File: src/rtl/spi_master_rx_assembler.sv
// SPI master receive path: byte FIFO feeding an LSB-first word assembler that emits emesh writes.
// Optional partial-word flush on idle timeout is enabled by defining SPI_RX_TIMEOUT_EN.
module spi_master_rx_assembler #(
  parameter int unsigned DEPTH   = 16,
  parameter int unsigned AW      = 32,
  parameter int unsigned PW      = 104,
  parameter int unsigned SW      = 8,
  parameter int unsigned TIMEOUT = 64
) (
  input  logic          i_clk,
  input  logic          i_reset,
  input  logic          i_spi_en,
  input  logic [1:0]    i_rx_datamode,
  input  logic [AW-1:0] i_rx_dstaddr,
  input  logic          i_ovf_clear,
  input  logic          i_rx_access,
  input  logic [SW-1:0] i_rx_data,
  output logic          o_rx_wait,
  output logic          o_access_out,
  output logic [PW-1:0] o_packet_out,
  input  logic          i_wait_in,
  output logic          o_fifo_empty,
  output logic          o_overflow
);

  localparam int unsigned FAW = $clog2(DEPTH);

  typedef enum logic [1:0] {StIdle, StFill, StSend} state_e;

  logic [SW-1:0] r_mem [DEPTH];
  logic [FAW:0]  r_wr_ptr, r_rd_ptr;
  logic          r_overflow;
  state_e        r_state;
  logic [1:0]    r_mode;
  logic [3:0]    r_cnt;
  logic [63:0]   r_word;

  logic          w_empty, w_full, w_pop, w_push, w_drop;
  logic [SW-1:0] w_rd_byte;
  logic [4:0]    w_ctrl;
  logic [PW-1:0] w_packet;

  assign w_empty   = (r_wr_ptr == r_rd_ptr);
  assign w_full    = (r_wr_ptr[FAW] != r_rd_ptr[FAW]) &&
                     (r_wr_ptr[FAW-1:0] == r_rd_ptr[FAW-1:0]);
  // The assembler never pops while a packet is waiting to be taken.
  assign w_pop     = i_spi_en & ~w_empty & (r_state != StSend);
  // A pop in the same cycle frees a slot, so a full FIFO can still accept.
  assign w_push    = i_rx_access & i_spi_en & (~w_full | w_pop);
  assign w_drop    = i_rx_access & i_spi_en & ~w_push;
  assign w_rd_byte = r_mem[r_rd_ptr[FAW-1:0]];

`ifdef SPI_RX_TIMEOUT_EN
  localparam int unsigned TW = $clog2(TIMEOUT + 1);
  logic [TW-1:0] r_tmo;
  logic          r_partial;
  assign w_ctrl = {4'b0000, r_partial};
`else
  assign w_ctrl = 5'(TIMEOUT * 0);
`endif

  always_ff @(posedge i_clk) begin
    if (w_push) r_mem[r_wr_ptr[FAW-1:0]] <= i_rx_data;
  end

  always_ff @(posedge i_clk) begin
    if (i_reset) begin
      r_wr_ptr   <= '0;
      r_rd_ptr   <= '0;
      r_overflow <= 1'b0;
      r_state    <= StIdle;
      r_mode     <= 2'd0;
      r_cnt      <= 4'd0;
      r_word     <= '0;
`ifdef SPI_RX_TIMEOUT_EN
      r_tmo      <= '0;
      r_partial  <= 1'b0;
`endif
    end else begin
      if (!i_spi_en) begin
        r_wr_ptr <= '0;
        r_rd_ptr <= '0;
      end else begin
        if (w_push) r_wr_ptr <= r_wr_ptr + 1'b1;
        if (w_pop)  r_rd_ptr <= r_rd_ptr + 1'b1;
      end

      if (w_drop)           r_overflow <= 1'b1;
      else if (i_ovf_clear) r_overflow <= 1'b0;

`ifdef SPI_RX_TIMEOUT_EN
      r_tmo <= '0;
`endif
      case (r_state)
        StIdle: begin
          // The first byte is consumed on the same edge the word is opened.
          if (w_pop) begin
            r_mode  <= i_rx_datamode;
            r_word  <= {{(64-SW){1'b0}}, w_rd_byte};
            r_cnt   <= 4'd1;
            r_state <= (i_rx_datamode == 2'd0) ? StSend : StFill;
`ifdef SPI_RX_TIMEOUT_EN
            r_partial <= 1'b0;
`endif
          end
        end
        StFill: begin
          if (!i_spi_en) begin
            r_state <= StIdle;
          end else if (w_pop) begin
            r_word[int'(r_cnt[2:0])*SW +: SW] <= w_rd_byte;
            r_cnt <= r_cnt + 4'd1;
            if ((r_cnt + 4'd1) == (4'd1 << r_mode)) r_state <= StSend;
          end
`ifdef SPI_RX_TIMEOUT_EN
          else if (r_cnt != 4'd0) begin
            if (r_tmo == TW'(TIMEOUT - 1)) begin
              r_state   <= StSend;
              r_partial <= 1'b1;
            end else begin
              r_tmo <= r_tmo + 1'b1;
            end
          end
`endif
        end
        StSend: begin
          if (!i_wait_in) begin
            if (i_spi_en && !w_empty) begin
              r_state <= StFill;
              r_mode  <= i_rx_datamode;
              r_cnt   <= 4'd0;
              r_word  <= '0;
`ifdef SPI_RX_TIMEOUT_EN
              r_partial <= 1'b0;
`endif
            end else begin
              r_state <= StIdle;
            end
          end
        end
        default: r_state <= StIdle;
      endcase
    end
  end

  always_comb begin
    w_packet                   = '0;
    w_packet[0]                = 1'b1;
    w_packet[2:1]              = r_mode;
    w_packet[7:3]              = w_ctrl;
    w_packet[AW+7:8]           = i_rx_dstaddr;
    w_packet[2*AW+7:AW+8]      = r_word[31:0];
    w_packet[2*AW+39:2*AW+8]   = r_word[63:32];
  end

  assign o_access_out = (r_state == StSend);
  assign o_packet_out = o_access_out ? w_packet : '0;
  assign o_rx_wait    = w_full;
  assign o_fifo_empty = w_empty;
  assign o_overflow   = r_overflow;

endmodule

File: config.mk
export PLATFORM = sky130hd
export DESIGN_NAME = spi_master_rx_assembler
export DESIGN_NICKNAME = d
export VERILOG_FILES = /design/src/rtl/spi_master_rx_assembler.sv
export SDC_FILE = /design/constraint.sdc
export NUM_CORES = 1
export LEC_CHECK = 0
export CAP_MARGIN = 5
export CORE_ASPECT_RATIO = 0.75
export CORE_UTILIZATION = 48
export DETAILED_ROUTE_END_ITERATION = 8
export PLACE_DENSITY = 0.76
export REMOVE_ABC_BUFFERS = 1
export SLEW_MARGIN = 20
export SYNTH_ARGS = -nofsm -noshare
export SYNTH_HDL_FRONTEND = slang
export SYNTH_SLANG_ARGS = --single-unit
File: constraint.sdc
create_clock -name i_clk -period 2.4 [get_ports i_clk]
set_input_delay 0.48 -clock i_clk [delete_from_list [all_inputs] [get_ports i_clk]]
set_output_delay 0.48 -clock i_clk [all_outputs]
set_load 0.02 [all_outputs]
# == Word level (Yosys, flattened, before mapping) ==
# Memory sizes are Yosys's and may differ from the RTL's. A register that Yosys moved wholly into a read port is not among the register bits.
# Index checks and enable logic that the tools add are counted.
# op_classes
n_mux,32
add_sub_neg,4
bitwise,10
reduce_logical,12
eq_ne,14
shift,3
# ops
operator,count
$mux W64,5
$pmux W64 S3,1
$mux W104,1
$bwmux W64,1
$shift A8 B34 Y64 const A,1
$shiftx A8 B34 Y64,1
$neg A6 Y34,1
$mux W4,7
$mux W2,9
$pmux W4 S3,1
$add A5 B1 Y5 const B,2
$ne A2 B2 Y1 const B,5
$eq A4 B4 Y1,2
$reduce_and A4 Y1,2
$ne A3 B3 Y1 const B,2
$pmux W2 S3,1
$reduce_and A6 Y1,1
$and A1 B1 Y1,5
$eq A5 B5 Y1,1
$mux W1,5
$add A4 B1 Y4 const B,1
$logic_not A2 Y1,2
$not A1 Y1,4
$pmux W2 S2,1
11 further kinds,13
# totals
elab_cells,83
out_inout_bits,108
inputBits,48
ramBits,128
reg_bits,83
n_memories,1
# memory_table
memory,words,width,rd,rd_clocked_by_memory_dff,write_ports,line,text
r_mem,16,8,1,1,1,30,logic [SW-1:0] r_mem [DEPTH];

# == Longest topological paths before layout ==
# Gate-level depths: netlist of run 1.
# depth
ltp_word,9
depth_mapped,10
ltp_nobuf,9

# == Worst setup path after synthesis of run 1 ==
# Ideal clock, no wire load.
# synth_path
kind,reg2reg
from,register r_state[0]
to,memory r_mem[3][0] (enable)
period_less_slack_ns,2.594
arrival_ns,2.211
path_buffers,2
setup_time_ns,0.383
path_slack_ns,-0.194
stages_incl_launch_ff,9
required_time_ns,2.017
path_cell_list,dfxtp_1 > inv_1 > ha_1 > buf_2 > inv_1 > o311a_1 > clkbuf_1 > nand2_1 > nor3_1
# synth_via
elab_chain_cells,6
# synth_rtl
item,line,text
from (decl),33,state_e r_state;
from (signal assigned),71,r_state <= StIdle;
from (signal assigned),101,r_state <= (i_rx_datamode == 2'd0) ? StSend : StFill;
from (signal assigned),109,r_state <= StIdle;
$ne A2 B2 Y1,47,assign w_pop = i_spi_en & ~w_empty & (r_state != StSend);
$and A1 B1 Y1,47,
$or A1 B1 Y1,49,assign w_push = i_rx_access & i_spi_en & (~w_full | w_pop);
$and A1 B1 Y1,49,
$mux W1,63,if (w_push) r_mem[r_wr_ptr[FAW-1:0]] <= i_rx_data;
$mux W1 (implied by the code),63,
to (decl),30,
# No other way between the ends.

# == Worst setup path after layout of run 1 ==
# layout_path
from,register r_state[0]
to,output o_packet_out[94]
# layout_via
elab_chain_cells,2
# layout_rtl
item,line,text
$eq A2 B2 Y1,156,assign o_access_out = (r_state == StSend);
$mux W104,157,assign o_packet_out = o_access_out ? w_packet : '0;
to (decl),20,"output logic [PW-1:0] o_packet_out,"
# No other way between the ends.

==> results.toml, run 1 <==
[hold_path]
hold_class = "reg2reg"

[timing]
min_period_over_period = 0.976
hold-worst-slack_ns = 0.474
final_max_slew_viol_count = 0
hold_viol = 0
fin_ws_ns = 0.0579
slew_headroom = 0.356
fin_skew_ns = 0.0107
fmax_mhz = 427
worst_slew_pin_slew_ns = 0.966
setup_viol = 0
min_period_ns = 2.34

[route]
vias_per_cell = 5.38
drtAntennaViolNets = 0
drc = 0
avgRoutedWirePerCell_um = 19.0
route.vias.total = 6249
drt-total-wl_um = 22100
drt_iter0_markers = 470
firstDrtPassIters = 5

[die]
placementRows = 43
die-area_um2 = 20100
initial_core_util = 0.499
ioPinCount = 156
die_h_um = 123
design.core.area_um2 = 18800
die_w_um = 163

[worst_setup_path]
critPathRequiredTime_ns = 1.92
cp_max_fo = 40
startpoint_type = "flop"
critPathSlowestCell = "dfxtp_2"
arrival_ns = 1.86
path_cells = "inv_1 -> ha_4 -> buf_12 -> and2_1 -> clkdlybuf4s15_1"
path_class = "reg2out"
end_kind = "output port"
critical-path-top-delay-family = "buffers and inverters"
reg2reg_slack_ns = 0.06
max_stage_delay_ns = 0.33
critPathBufInv = 3

[cells_and_area]
final_common_cell = "edfxtp_1"
stdcell_area_um2 = 12200
syn2layout_area_growth_pct = 30.6
drive_above_1_share = 0.174
fillers = 1347
layout_common_cells = "edfxtp_1, and2_1, nor2_1, dfxtp_1, mux2i_1"
diodes = 0
fin_nets = 960
post-route-util = 0.651

[clock_tree]
cts-root-buf = "clkbuf_16"
clkSinkCount = 215
h-tree-depth = 1
cts_max_path_buffers = 3
clk_latency_ns = 0.50
cts.reportedPaths.clkPinSlew_ns = 0.06
tritoncts = "done"
cts_hold_buf = 0
cts_buffers = 21

[synthesis]
synth_edf_count = 128
synth_top_family_by_area = "multiplexers"
yosysWarnings = 0
synth.area.top_cells = "edfxtp_1, dfxtp_1, mux4_2"
synth_cell_types = 53
synth_area_um2 = 9370
synthArstFlopShare = 0
synthCells = 712
synth_top_flop_cell = "edfxtp_1"
yosysTopAreaCell = "edfxtp_1"
ys_seq_area_frac = 0.596
synth_compound_area_frac = 0.0448
ys_ff_latch = 215
avgSynthCellArea_um2 = 13.2
synthMuxAreaShare = 0.151
synthXorXnorAreaFrac = 0.0179
synth-simple-area-share = 0.144
synthAdderAreaFrac = 0.0160
synth_top_area_share = 0.410

[placement]
placement.cell_area_um2 = 11500
port_buffers = 150
dp_slack_ns = -0.107
gp_congestion = 0.829
hpwl_um = 14500

[outcome]
status = "completed"

[global_route]
track_usage = 0.221
grt_pass1_vias = 5857
grt_max_degree = 41
antenna_found_initial = 0
grt-ovfl-total = 0
grt_pass1_wl_um = 33400

[power_and_ir_drop]
cellPowerDensity_nw_per_um2 = 682
p_leak_nw = 4.79
ir_worst_vdd_mv = 0.434

[flow_run]
maxCapViolations = 0
layer usage:
layer  track usage  up-vias  wire length (µm)
met1         0.323     3082             10100
met3        0.0292       33              1350
met4        0.0479        0               416
met5             0        -                 0
li1              -     2926                 -
met2         0.353      208             10200
stage by stage:
step	instances	setup TNS, ns	power, mW
final	1162	0	8.34
after global routing	1162	-0.0332	8.63
after CTS	1160	0	8.36
after detailed placement	1121	-2.71	5.06
after global placement	1121	-2.92	5.05
after floorplan	669	-319.97	4.58
final timing paths:
| path | end | from | cells after the start |
|---|---|---|---|
| worst min-delay path | r_word[4]$_SDFFE_PP0P_ | r_word[4]$_SDFFE_PP0P_ | 1 |
| worst max-delay path | o_packet_out[94] | r_state[0]$_SDFFE_PP0P_ | 5 |
| worst max register to register | r_word[61]$_SDFFE_PP0P_ | r_state[0]$_SDFFE_PP0P_ | 9 |
| worst min register to register | r_word[4]$_SDFFE_PP0P_ | r_word[4]$_SDFFE_PP0P_ | 1 |
registers in the layout, summed over array words and instances, names as in the netlist, named ones only:
register	flops
r_state	2
r_word	64
r_cnt	4
o_overflow	1
r_rd_ptr	5
r_mode	2
r_mem	128
r_wr_ptr	5
power breakdown:
group	internal (mW)	switching, mW	total, mW
combinational	0.417	0.615	1.03
clock	1.98	1.34	3.32
sequential	3.95	0.0291	3.98
cell type report:
type / count / area [µm²] / area share
well taps: 247 / 309 / 0.0253
clock inverters: 7 / 85.1 / 0.00696
inverters: 12 / 45.0 / 0.00368
clock buffers: 31 / 613 / 0.0501
repair buffers: 208 / 2000 / 0.164
multi-input cells: 442 / 3590 / 0.293
flip-flops and latches: 215 / 5590 / 0.457
cell usage after synthesis, drive strengths merged, types with 2 or more instances:
cell	instances
o211a	2
mux2i	67
a21oi	19
nor2	94
nor2b	7
nand3	8
o211ai	2
nand2b	6
o21ai	7
edfxtp	128
buf	23
clkbuf	24
nor3	12
dfxtp	87
nand4	5
xnor2	10
ha	12
a21o	2
xor2	7
a221oi	2
inv	12
a22o	8
a211oi	7
nand2	10
and2	98
mux4	33
repair_timing:
item,in CTS,in global routing
buffers inserted,0,2
pin swaps,0,3
setup endpoints to repair,110,118
gates cloned,1,0
gates resized for setup,155,24
logic make-up after synthesis:
kind of cell	after synthesis
AO/OA/AOI/OAI	58
XOR/XNOR	17
adder cells (fa/ha/maj)	12
buffers and inverters	59
flip-flops	215
multiplexers	100
other	1
AND/OR/NAND/NOR	250
Note: power is estimated with default switching activity, not from simulation.
==> run 2: changes to the inputs <==
Settings changed: CORE_UTILIZATION 48 to 50, CTS_BUF_LIST set to sky130_fd_sc_hd__clkbuf_2 sky130_fd_sc_hd__clkbuf_4 sky130_fd_sc_hd__clkbuf_8, PLACE_DENSITY 0.76 to 0.79.
==> results.toml, run 2 (synthesis results as in run 1) <==
[die]
initial_core_util = 0.521
ioPinCount = 156
placementRows = 42
die_w_um = 160
die_h_um = 121
die-area_um2 = 19300
design.core.area_um2 = 18000

[timing]
rsz0062_at_grt = "yes"
slew_headroom = 0.384
worst_slew_pin_slew_ns = 0.925
fin_ws_ns = 0.0255
hold-worst-slack_ns = 0.484
min_period_ns = 2.37
setup_viol = 0
min_period_over_period = 0.989
final_max_slew_viol_count = 0
hold_viol = 0
fin_skew_ns = 0.0152
fmax_mhz = 421

[worst_setup_path]
r2r-end = "r_word[8]$_SDFFE_PP0P_"
path_class = "reg2reg"
arrival_ns = 2.82
path_cells = "buf_12 -> mux4_2 -> nor2b_1 -> a211oi_1 -> a21oi_1 -> mux2i_1 -> nor2_1"
cp_max_fo = 19
startpoint_type = "flop"
reg2reg_slack_ns = 0.03
reg2reg_depth = 7
end_kind = "flop"
critPathSlowestCell = "mux4_2"
max_stage_delay_ns = 0.51
critPathRequiredTime_ns = 2.85

[cells_and_area]
multi_input_area_um2 = 3580
layout_common_cells = "edfxtp_1, and2_1, nor2_1, dfxtp_1, mux2i_1"
fin_nets = 975
fillers = 1331
syn2layout_area_growth_pct = 28.9
diodes = 0
drive_above_1_share = 0.244
fin_cells = 1182
seq_area_um2 = 5600
final_common_cell = "edfxtp_1"
largest_reg_flops = 128

[route]
drt-total-wl_um = 21300
route.vias.total = 6214
drc = 0
vias_per_cell = 5.26
avgRoutedWirePerCell_um = 18.0
firstDrtPassIters = 4
drtAntennaViolNets = 0
drt_iter0_markers = 303

[clock_tree]
cts.reportedPaths.clkPinSlew_ns = 0.07
cts-root-buf = "clkbuf_8"
h-tree-depth = 1
cts_hold_buf = 0
clkSinkCount = 215
clk_latency_ns = 0.57
cts_max_path_buffers = 3
cts_buffers = 31
tritoncts = "done"

[power_and_ir_drop]
p_leak_nw = 4.69
swShare = 0.253
switchingPower_mw = 2.01
power_frac_clock = 0.369
ir_worst_vdd_mv = 0.513
comb_power_share = 0.130
intPower_mw = 5.94
cellPowerDensity_nw_per_um2 = 659
power_frac_seq = 0.500

[hold_path]
hold_class = "reg2reg"
hp-start = "o_overflow$_SDFFE_PP0P_"
min_to = "o_overflow$_SDFFE_PP0P_"
min_path_cells = 2

[global_route]
grt_pass1_wl_um = 33300
grt_pass1_vias = 5979
track_usage = 0.223
antenna_found_initial = 0
grt-ovfl-total = 0
grt_max_degree = 58

[outcome]
status = "completed"

[placement]
dp_slack_ns = -0.160
port_buffers = 150
hpwl_um = 14300
numPlacedInstances = 1118
gp_congestion = 0.873

[flow_run]
maxCapViolations = 0
-- run 2: changes by cell type in the layout (fill, tap and decap cells not counted), moves of 7 or more --
cell and change:
buf_2 +28, clkbuf_16 -21, clkbuf_2 +7, clkbuf_4 +15
clkbuf_8 +26, dlygate4sd2_1 -40
-- run 2: power groups by stage --
stage / sequential (mW) / combinational, mW / clock [mW]
6_report: 3.98 / 1.03 / 2.94
5_1_grt: 3.98 / 1.11 / 3.19
4_1_cts: 3.98 / 1.02 / 2.99
3_5_place_dp: 4.06 / 0.996 / 0
3_3_place_gp: 4.06 / 0.976 / 0
2_1_floorplan: 4.05 / 0.524 / 0
-- run 2: through the flow --
step                setup TNS, ns  power [mW]  cell area [µm²]  utilization
detailed placement          -4.29        5.06            11500        0.640
global placement            -3.17        5.03            11500        0.640
floorplan                 -319.97        4.58             9150            -
CTS                             0        7.99            12100        0.671
finish                          0        7.95            12100        0.672
global route               -0.164        8.28            12100        0.672
-- run 2: critical path: cells and delay by family (launching register included) --
family	cells	cell delay, ns
buf+inv	1	0.19
compound gates	2	0.75
simple gates	2	0.21
flops	1	0.35
mux	2	0.75
-- run 2: layer usage --
metal / global-route usage / part of all wire / wire length, µm / vias up
li1: - / - / - / 2972
met1: 0.325 / 0.46 / 9680 / 3016
met2: 0.348 / 0.46 / 9850 / 204
met3: 0.0432 / 0.068 / 1440 / 22
met4: 0.0518 / 0.013 / 281 / 0
met5: 0 / 0 / 0 / -
-- run 2: final cells by class --
type	count	share of cell area
Clock inverter	12	0.00788
Tap cell	242	0.0251
Sequential cell	215	0.464
Multi-Input combinational cell	442	0.296
Timing Repair Buffer	213	0.159
Inverter	12	0.00373
Clock buffer	46	0.0447
-- run 2: worst max path at each step --
stage	endpoint	cells after the start	startpoint
detailed placement	r_word[60]$_SDFFE_PP0P_	8	i_wait_in
global route	r_word[62]$_SDFFE_PP0P_	10	r_state[0]$_SDFFE_PP0P_
CTS	r_word[60]$_SDFFE_PP0P_	9	r_state[0]$_SDFFE_PP0P_
finish	r_word[8]$_SDFFE_PP0P_	7	flop
global placement	r_word[58]$_SDFFE_PP0P_	8	i_wait_in
floorplan	r_cnt[2]$_SDFFE_PP0P_	7	r_state[0]$_SDFFE_PP0P_
-- run 2: timing repair --
action                     4_1_cts  5_1_grt
pin swaps                        3        6
cloned                           1        0
setup endpoints to repair      112       34
resized for setup              262       26
buffers inserted                 3        2
